<file path="config.mk">
export PLATFORM = sky130hd
export DESIGN_NAME = fwd_hazard_unit_flat
export DESIGN_NICKNAME = d
export VERILOG_FILES = /design/src/rtl/fwd_pkg.sv /design/src/rtl/fwd_hazard_unit_if.sv /design/src/rtl/fwd_track_pipe.sv /design/src/rtl/fwd_hazard_unit.sv /design/src/flat_wrapper.sv
export SDC_FILE = /design/constraint.sdc
export NUM_CORES = 1
export LEC_CHECK = 0
export CAP_MARGIN = 10
export CORE_ASPECT_RATIO = 0.9
export CORE_MARGIN = 4
export CORE_UTILIZATION = 43
export DETAILED_ROUTE_END_ITERATION = 12
export GPL_TIMING_DRIVEN = 1
export PLACE_DENSITY_LB_ADDON = 0.2
export SKIP_LAST_GASP = 1
export SYNTH_ARGS = -nofsm -noshare
export SYNTH_HDL_FRONTEND = slang
export SYNTH_SLANG_ARGS = --single-unit
</file>
<file path="constraint.sdc">
create_clock -name clk -period 2 [get_ports clk]
set_clock_uncertainty 0.2 [all_clocks]
set_input_delay 0.4 -clock clk [delete_from_list [all_inputs] [get_ports clk]]
set_output_delay 0.4 -clock clk [all_outputs]
set_load 0.01 [all_outputs]
</file>
<file path="src/rtl/fwd_pkg.sv">
// Shared constants and helpers for the forwarding / load-use hazard unit.
package fwd_pkg;
    localparam int SEL_RF = 0;
    localparam int CNT_W  = 16;

    // Stall counter sticks at all-ones instead of wrapping.
    function automatic logic [CNT_W-1:0] sat_inc(input logic [CNT_W-1:0] c);
        return (c == '1) ? c : c + 1'b1;
    endfunction
endpackage

</file>
<file path="src/rtl/fwd_hazard_unit_if.sv">
// ID-stage request and EX-forwarding/stall response bundle of the hazard unit.
interface fwd_hazard_unit_if
    import fwd_pkg::*;
#(
    parameter int ADDR_W     = 3,
    parameter int NUM_STAGES = 2
);
    localparam int SEL_W = $clog2(NUM_STAGES + 1);

    logic              id_valid_i;
    logic [ADDR_W-1:0] id_rs_addr_i;
    logic [ADDR_W-1:0] id_rt_addr_i;
    logic              id_uses_rs_i;
    logic              id_uses_rt_i;
    logic              id_write_i;
    logic [ADDR_W-1:0] id_write_addr_i;
    logic              id_memread_i;
    logic              flush_i;
    logic              stall_o;
    logic [SEL_W-1:0]  rs_muxcontrol_o;
    logic [SEL_W-1:0]  rt_muxcontrol_o;
    logic [CNT_W-1:0]  stall_count_o;

    modport master (
        output id_valid_i, id_rs_addr_i, id_rt_addr_i, id_uses_rs_i, id_uses_rt_i,
               id_write_i, id_write_addr_i, id_memread_i, flush_i,
        input  stall_o, rs_muxcontrol_o, rt_muxcontrol_o, stall_count_o
    );

    modport slave (
        input  id_valid_i, id_rs_addr_i, id_rt_addr_i, id_uses_rs_i, id_uses_rt_i,
               id_write_i, id_write_addr_i, id_memread_i, flush_i,
        output stall_o, rs_muxcontrol_o, rt_muxcontrol_o, stall_count_o
    );
endinterface

</file>
<file path="src/rtl/fwd_track_pipe.sv">
// Shift table of in-flight destinations; index 0 is the instruction one stage past ID.
module fwd_track_pipe #(
    parameter int NUM_STAGES = 2,
    parameter int ENT_W      = 5
) (
    input  logic                                 clk,
    input  logic                                 rst,
    input  logic                                 i_ins_en,
    input  logic [ENT_W-1:0]                     i_ins_entry,
    output logic [NUM_STAGES-1:0][ENT_W-1:0]     o_entries
);
    logic [NUM_STAGES-1:0][ENT_W-1:0] r_tab;

    // Everything shifts every cycle; a held or killed ID instruction becomes an all-zero bubble.
    always_ff @(posedge clk) begin
        if (rst) begin
            r_tab <= '0;
        end else begin
            r_tab[0] <= i_ins_en ? i_ins_entry : '0;
            for (int k = 1; k < NUM_STAGES; k++) begin
                r_tab[k] <= r_tab[k-1];
            end
        end
    end

    assign o_entries = r_tab;
endmodule

</file>
<file path="src/rtl/fwd_hazard_unit.sv">
// EX operand forwarding selects and load-use stall generation for the ID instruction.
module fwd_hazard_unit
    import fwd_pkg::*;
#(
    parameter int ADDR_W      = 3,
    parameter int NUM_STAGES  = 2,
    parameter int LOAD_LAT    = 1,
    parameter bit ZERO_REG_EN = 1'b0
) (
    input  logic             clk,
    input  logic             rst,
    fwd_hazard_unit_if.slave bus
);
    localparam int SEL_W = $clog2(NUM_STAGES + 1);
    localparam int ENT_W = ADDR_W + 2;

    typedef struct packed {
        logic              valid;
        logic [ADDR_W-1:0] addr;
        logic              memread;
    } fwd_entry_t;

    fwd_entry_t [NUM_STAGES-1:0] w_ent;
    fwd_entry_t                  w_ins;
    logic                        w_ins_en;
    logic [SEL_W-1:0]            w_rs_sel, w_rt_sel;
    logic                        w_rs_ld, w_rt_ld;
    logic                        w_stall, w_issue;
    logic [SEL_W-1:0]            r_rs_sel, r_rt_sel;
    logic [CNT_W-1:0]            r_cnt;

    function automatic logic src_hit(input fwd_entry_t e, input logic [ADDR_W-1:0] a,
                                     input logic used);
        return used && e.valid && (e.addr == a) && !(ZERO_REG_EN && (a == '0));
    endfunction

    // Walk oldest to youngest so the smallest matching distance is the one left standing.
    always_comb begin
        w_rs_sel = SEL_W'(SEL_RF);
        w_rt_sel = SEL_W'(SEL_RF);
        w_rs_ld  = 1'b0;
        w_rt_ld  = 1'b0;
        for (int k = NUM_STAGES; k >= 1; k--) begin
            if (src_hit(w_ent[k-1], bus.id_rs_addr_i, bus.id_uses_rs_i)) begin
                w_rs_sel = SEL_W'(k);
                w_rs_ld  = w_ent[k-1].memread && (k <= LOAD_LAT);
            end
            if (src_hit(w_ent[k-1], bus.id_rt_addr_i, bus.id_uses_rt_i)) begin
                w_rt_sel = SEL_W'(k);
                w_rt_ld  = w_ent[k-1].memread && (k <= LOAD_LAT);
            end
        end
    end

    assign w_stall  = bus.id_valid_i && !bus.flush_i && (w_rs_ld || w_rt_ld);
    assign w_issue  = bus.id_valid_i && !w_stall && !bus.flush_i;
    assign w_ins_en = w_issue && bus.id_write_i;
    assign w_ins    = '{valid: 1'b1, addr: bus.id_write_addr_i, memread: bus.id_memread_i};

    fwd_track_pipe #(
        .NUM_STAGES (NUM_STAGES),
        .ENT_W      (ENT_W)
    ) u_track (
        .clk         (clk),
        .rst         (rst),
        .i_ins_en    (w_ins_en),
        .i_ins_entry (w_ins),
        .o_entries   (w_ent)
    );

    // A bubble entering EX must read the register file, hence the forced zero.
    always_ff @(posedge clk) begin
        if (rst) begin
            r_rs_sel <= '0;
            r_rt_sel <= '0;
            r_cnt    <= '0;
        end else begin
            r_rs_sel <= w_issue ? w_rs_sel : '0;
            r_rt_sel <= w_issue ? w_rt_sel : '0;
            if (w_stall) r_cnt <= sat_inc(r_cnt);
        end
    end

    assign bus.stall_o         = w_stall;
    assign bus.rs_muxcontrol_o = r_rs_sel;
    assign bus.rt_muxcontrol_o = r_rt_sel;
    assign bus.stall_count_o   = r_cnt;
endmodule

</file>
<file path="src/flat_wrapper.sv">
// flat-port wrapper written by rule: the top's interface ports become plain ports
module fwd_hazard_unit_flat import fwd_pkg::*;
#(
    parameter int ADDR_W      = 3,
    parameter int NUM_STAGES  = 2,
    parameter int LOAD_LAT    = 1,
    parameter bit ZERO_REG_EN = 1'b0
)
  (clk, rst, bus_id_valid_i, bus_id_rs_addr_i, bus_id_rt_addr_i, bus_id_uses_rs_i, bus_id_uses_rt_i, bus_id_write_i, bus_id_write_addr_i, bus_id_memread_i, bus_flush_i, bus_stall_o, bus_rs_muxcontrol_o, bus_rt_muxcontrol_o, bus_stall_count_o);
  fwd_hazard_unit_if #(.ADDR_W(ADDR_W), .NUM_STAGES(NUM_STAGES)) bus_i ();
  input  logic clk;
  input  logic rst;
  input wire logic [$bits(bus_i.id_valid_i)-1:0] bus_id_valid_i;
  input wire logic [$bits(bus_i.id_rs_addr_i)-1:0] bus_id_rs_addr_i;
  input wire logic [$bits(bus_i.id_rt_addr_i)-1:0] bus_id_rt_addr_i;
  input wire logic [$bits(bus_i.id_uses_rs_i)-1:0] bus_id_uses_rs_i;
  input wire logic [$bits(bus_i.id_uses_rt_i)-1:0] bus_id_uses_rt_i;
  input wire logic [$bits(bus_i.id_write_i)-1:0] bus_id_write_i;
  input wire logic [$bits(bus_i.id_write_addr_i)-1:0] bus_id_write_addr_i;
  input wire logic [$bits(bus_i.id_memread_i)-1:0] bus_id_memread_i;
  input wire logic [$bits(bus_i.flush_i)-1:0] bus_flush_i;
  output wire logic [$bits(bus_i.stall_o)-1:0] bus_stall_o;
  output wire logic [$bits(bus_i.rs_muxcontrol_o)-1:0] bus_rs_muxcontrol_o;
  output wire logic [$bits(bus_i.rt_muxcontrol_o)-1:0] bus_rt_muxcontrol_o;
  output wire logic [$bits(bus_i.stall_count_o)-1:0] bus_stall_count_o;
  assign bus_i.id_valid_i = bus_id_valid_i;
  assign bus_i.id_rs_addr_i = bus_id_rs_addr_i;
  assign bus_i.id_rt_addr_i = bus_id_rt_addr_i;
  assign bus_i.id_uses_rs_i = bus_id_uses_rs_i;
  assign bus_i.id_uses_rt_i = bus_id_uses_rt_i;
  assign bus_i.id_write_i = bus_id_write_i;
  assign bus_i.id_write_addr_i = bus_id_write_addr_i;
  assign bus_i.id_memread_i = bus_id_memread_i;
  assign bus_i.flush_i = bus_flush_i;
  assign bus_stall_o = bus_i.stall_o;
  assign bus_rs_muxcontrol_o = bus_i.rs_muxcontrol_o;
  assign bus_rt_muxcontrol_o = bus_i.rt_muxcontrol_o;
  assign bus_stall_count_o = bus_i.stall_count_o;
  fwd_hazard_unit #(.ADDR_W(ADDR_W), .NUM_STAGES(NUM_STAGES), .LOAD_LAT(LOAD_LAT), .ZERO_REG_EN(ZERO_REG_EN)) u_core (.clk(clk), .rst(rst), .bus(bus_i));
endmodule
</file>
# [Word-level counts from Yosys, hierarchy flattened]
# Index checks and enable logic that the tools add are counted.
[word_totals] reg_bits=30 latchBits=0 mem_bits_rw=0 rom_bits=0 output_inout_bits=21 word_cells=45 mem_count=0
[op_classes] addsub=1 n_mul=0 n_div=0 n_lt_le_gt_ge=0 eq_ne=5 n_shift=0 muxes=7 n_bitwise=3 reduce_logical=21
[op_table] operator="16-bit by 1-bit adder with 16-bit output, second input constant" count=1
[op_table] operator="16-bit == test, second input constant" count=1
[op_table] operator="1-bit logical AND" count=13
[op_table] operator="3-bit == test" count=4
[op_table] operator="3-bit OR reduction" count=2
[op_table] operator="5-bit two-way mux" count=1
[op_table] operator="1-bit two-way mux" count=4
[op_table] operator="2-bit two-way mux" count=2
[op_table] operator="2-bit OR reduction" count=2
[op_table] operator="1-bit inverter" count=3
[op_table] operator="1-bit zero test" count=2
[op_table] operator="2-bit AND reduction" count=1
[op_table] operator="1-bit logical OR" count=1

# [Logic depth before layout (Yosys ltp)]
# Gate-level depths: netlist (run 1).
[logic_depth] word_depth=11 ltp_mapped=7

# [By module]
# From an unflattened synthesis (run 1), not the netlist that was laid out.
[hier_totals] cells_unflattened=153 hier_area_um2=1470.2
[by_module_without_submodules] module="fwd_hazard_unit" n_inst=1 cells_per_inst=133 area_each_um2=1176.1 seq_area_each_um2=400.4
[by_module_without_submodules] module="fwd_track_pipe" n_inst=1 cells_per_inst=20 area_each_um2=294.0 seq_area_each_um2=200.2

# [Worst setup path before layout (run 1)]
# No wires, ideal clock.
[synth_path] path_kind="register to register" start="register u_core.r_cnt[0], in the netlist u_core.bus.stall_count_o[0]" end="register u_core.r_cnt[6], in the netlist u_core.bus.stall_count_o[6]" arrival_time_ps=1813 required_time_ps=1679 slack_ps=-134 stages_incl_launch_ff=8 path_buffers=1 period_less_slack_ps=2134 cell_sequence="dfxtp_1 ha_1 and2_1 and4_1 nor3b_4 buf_4 nor3_1 mux2_2"
[synth_between] elab_chain_len=3 word_cells_on_any_way=4 cone_classes="add/sub: 1; eq/ne: 1; bitwise: 1; reduce/logical: 1"
[synth_lines] element="start: declaration" line_no="fwd_hazard_unit.sv:30" source="logic [CNT_W-1:0] r_cnt;"
[synth_lines] element="start signal: assignment" line_no="fwd_hazard_unit.sv:80" source="if (w_stall) r_cnt <= sat_inc(r_cnt);"
[synth_lines] element="parallel branches: the longest is 3 deep, another holds 16-bit by 1-bit adder with 16-bit output"
# Parallel ways; which one is timed is not known.
# A chain may end at the register's enable or synchronous reset.

# [Final worst setup path (run 1)]
[layout_path] start="register u_core.u_track.r_tab, in the netlist u_core.u_track.o_entries[4]" end="register u_core.r_cnt[10], in the netlist u_core.bus.stall_count_o[10]"
[layout_between] elab_chain_len=6 word_cells_on_any_way=9 cone_classes="mux: 2; reduce/logical: 7"
[layout_lines] element="start: declaration" line_no="fwd_track_pipe.sv:12" source="logic [NUM_STAGES-1:0][ENT_W-1:0] r_tab;"
[layout_lines] element="start signal: indexed assignment" line_no="fwd_track_pipe.sv:21" source="r_tab[k] <= r_tab[k-1];"
[layout_lines] element="1-bit logical AND (2 in a row)" line_no="fwd_hazard_unit.sv:34" source="return used && e.valid && (e.addr == a) && !(ZERO_REG_EN && (a == '0));"
[layout_lines] element="1-bit two-way mux (on tied branches)" line_no="fwd_hazard_unit.sv:44, fwd_hazard_unit.sv:48"
[layout_lines] element="1-bit logical OR (*)" line_no="fwd_hazard_unit.sv:55" source="assign w_stall = bus.id_valid_i && !bus.flush_i && (w_rs_ld || w_rt_ld);"
[layout_lines] element="1-bit logical AND (*)" line_no="fwd_hazard_unit.sv:55"
[layout_lines] element="2-bit AND reduction (no line) (*)"
# Every way passes the cells marked *; elsewhere a longest branch is shown, timed or not.

==> flow_summary.ini, run 1 <==
[floorplan]
ios = 38
fp-row-count = 19
die_w_um = 68.95
core_area_sq_um = 3138
die_area_sq_um = 4334
start_util_pct = 45.81
die_y_um = 62.86

[critical_path]
crit-reg2reg-capture = u_core.bus.stall_count_o[10]$_SDFFE_PP0P_
cp_data_arrival_time_ns = 2.16
startpoint_type = flip-flop
crit_start = u_core.u_track.o_entries[4]$_SDFF_PP0_
crit_fanout = 6
rrSetupSlack_ns = -0.14
worstSetupEndpoint = u_core.bus.stall_count_o[10]$_SDFFE_PP0P_
critPathKind = flip-flop to flip-flop
r2r-start = u_core.u_track.o_entries[4]$_SDFF_PP0_
cp-end-kind = flip-flop
reg2reg_depth = 6
crit_required_ns = 2.02

[logic_synthesis]
synth_ff_type = dfxtp_1
yosys.area_share.simple_pct = 33.33
ys_ff_latch = 29
synth_area_leaders = dfxtp_1, mux2_2, nor2b_1, or4_1, xnor2_1
synth_area_per_cell_sq_um = 9.157
synthMuxAreaShare_pct = 4.700
synth_edf_count = 0
yosysTopAreaCellShare_pct = 40.38
syn_area_sq_um = 1438
yosysWarnings = 0
syn-instance-count = 157
yosys.area_share.adder_pct = 0.8703
syn_nets = 175
async_flop_share_pct = 0
synth_xor_area_share_pct = 7.311
synth_cell_types = 33
synth_top_family_by_area = simple AND/OR/NAND/NOR gates
yosysSeqAreaShare_pct = 40.38
synth-compound-area-share_pct = 10.44
synth_largest_area_cell = dfxtp_1

[timing]
fin_ws_ns = -0.1448
setup-tns-final_ns = -0.8465
slew_headroom_pct = 67.71
period_minus_slack_ns = 2.145
fmax_mhz = 466.2
drv_slew = 0
worst_pin_slew_ns = 0.4794
setup_viol = 11
hold_violations = 0
rsz0062_at_grt = yes
fin_hold_ws_ns = 0.3395
fin_crit_sh_pct = 107.2

[status]
violations = negative setup slack
status = finished with violations

[cts]
root_buffer = clkbuf_8
clock_latency_ns = 0.29
holdBufCountCts = 0
htree_levels = 2
cts.clk_slew.worst_paths_ns = 0.06
cts_inserted_buffers = 5
clkSinkCount = 29
clockBufferDepth = 2
cts_tree = yes

[route]
via_count = 1630
vias_per_cell = 5.621
drc = 0
drt-wirelength-per-cell_um = 18.74
drtPass1Iterations = 4
final_antenna_net_count = 0
wirelength_mm = 5.435
drtIter0Drc = 84

[placed_design]
numPortBuffers = 37
post-place-ws_ns = -0.7991
dpl_cell_area_sq_um = 2137
dp_hpwl_mm = 3.097
place_congestion = 0.8804
place_inst = 266

[layout]
final_util_pct = 83.33
final_area_sq_um = 2615
nets = 265
antenna-diode-count = 0
drive_gt1_share_pct = 47.58
syn2layout_area_growth_pct = 81.90
instances_no_fill = 290

[global_route]
antenna_found_initial = 0
grt.total_usage_pct = 25.31
grt_overflow = 0
grt_max_degree = 14
grt_pass1_wl_mm = 8.162
grt_pass1_vias = 1683

[power]
p_leak_nw = 0.9946
powerDensity_nw_per_um2 = 468.5
peakVddDrop_uv = 489.9
power.total_mw = 1.225

[run]
max-cap-violations = 0

[worst_hold_path]
hp-class = flip-flop to flip-flop
[state kept, by name, indices dropped and copies added (netlist names)]
register	cells
u_core.bus.rt_muxcontrol_o	2
u_core.bus.rs_muxcontrol_o	2
u_core.bus.stall_count_o	16
u_core.u_track.o_entries	9
[cell usage in the layout (no fill, tap or decap), drive strengths merged, types with 6 or more instances in the layout]
cell type	n
xnor2	6
buf	53
clkdlybuf4s50	26
clkbuf	7
a21oi	9
nor2b	10
nand2	8
nand4	6
mux2	6
dfxtp	29
xor2	6
or4	7
nor3	6
nor2	8
dlygate4sd2	7
nor4	10
[layer usage]
layer | part of all wire (%) | track usage, %
met2 | 50 | 42.38
met1 | 40 | 29.16
met5 | 0 | 0
met4 | 3.6 | 11.92
met3 | 6.8 | 6.475
[synth_stat cells (6+ instances only)]
| master | number |
|---|---|
| a21oi_1 | 9 |
| mux2_2 | 6 |
| xnor2_1 | 6 |
| nand2_1 | 8 |
| dfxtp_1 | 29 |
| nor2_1 | 8 |
| nor3_1 | 6 |
| nor2b_1 | 10 |
| or4_1 | 7 |
| nor4_1 | 8 |
| xor2_1 | 6 |
| nand4_1 | 6 |
[worst max-delay path, stage by stage, from the launching register on]
cell and delay (ns):
dfxtp_1 0.41, nand2_2 0.10, nor4_4 0.33, buf_4 0.18, o21ai_4 0.10, or4_4 0.56, a21oi_2 0.18
[kinds of logic (layout without fill, tap and decap cells)]
group,Yosys count,after routing
adders and majority gates,1,1
DFF,29,29
xor gates and xnor gates,12,12
and+or+nand+nor,76,76
buffers and inverters,10,101
AOI/OAI and AO/OA,23,23
muxes,6,6
[how the worst min path moves through the flow]
stage / endpoint / slack [ns] / startpoint / cells past startpoint
after floorplan: u_core.bus.rs_muxcontrol_o[1]$_SDFF_PP0_ / 0.24 / u_core.u_track.o_entries[9]$_SDFF_PP0_ / 2
after global placement: u_core.bus.rt_muxcontrol_o[1]$_SDFF_PP0_ / 0.26 / u_core.u_track.o_entries[9]$_SDFF_PP0_ / 2
after detailed placement: u_core.bus.rt_muxcontrol_o[1]$_SDFF_PP0_ / 0.26 / u_core.u_track.o_entries[9]$_SDFF_PP0_ / 2
after CTS: u_core.bus.rt_muxcontrol_o[1]$_SDFF_PP0_ / 0.29 / u_core.u_track.o_entries[9]$_SDFF_PP0_ / 2
after global routing: u_core.bus.rt_muxcontrol_o[1]$_SDFF_PP0_ / 0.36 / bus_id_uses_rt_i / 3
final: u_core.bus.rs_muxcontrol_o[1]$_SDFF_PP0_ / 0.34 / u_core.u_track.o_entries[9]$_SDFF_PP0_ / 2
[layout make-up]
class,count,area (sq um)
clock inverter,1,5.005
inverter,5,18.77
multi-input combinational,118,1077
clock buffer,7,96.34
fill,180,523.0
sequential,29,596.8
tap,42,52.55
timing repair buffer,88,768.2
[where the power goes]
part           leakage, nW  switching (mW)  total, mW  internal, mW
clock network       0.0542           0.235      0.546         0.311
logic                0.701          0.0464     0.0965        0.0502
registers            0.239         0.00445      0.583         0.578
[what timing repair did]
item                       CTS  global route
buffers inserted            13             4
gates resized for setup     54            23
pin swaps                   21            18
setup endpoints to repair   24            23
cloned                       0             1
Note: power is estimated with default switching activity, not from simulation.
==> inputs of run 2 (changes only) <==
CAP_MARGIN = 20   (was 10)
==> results of run 2 <==
Final layout, timing and power as in run 1 (identical DEF).
==> inputs of run 3 (changes only) <==
TNS_END_PERCENT = 100   (was default)
==> results of run 3 <==
Final layout, timing and power as in run 1 (identical DEF).
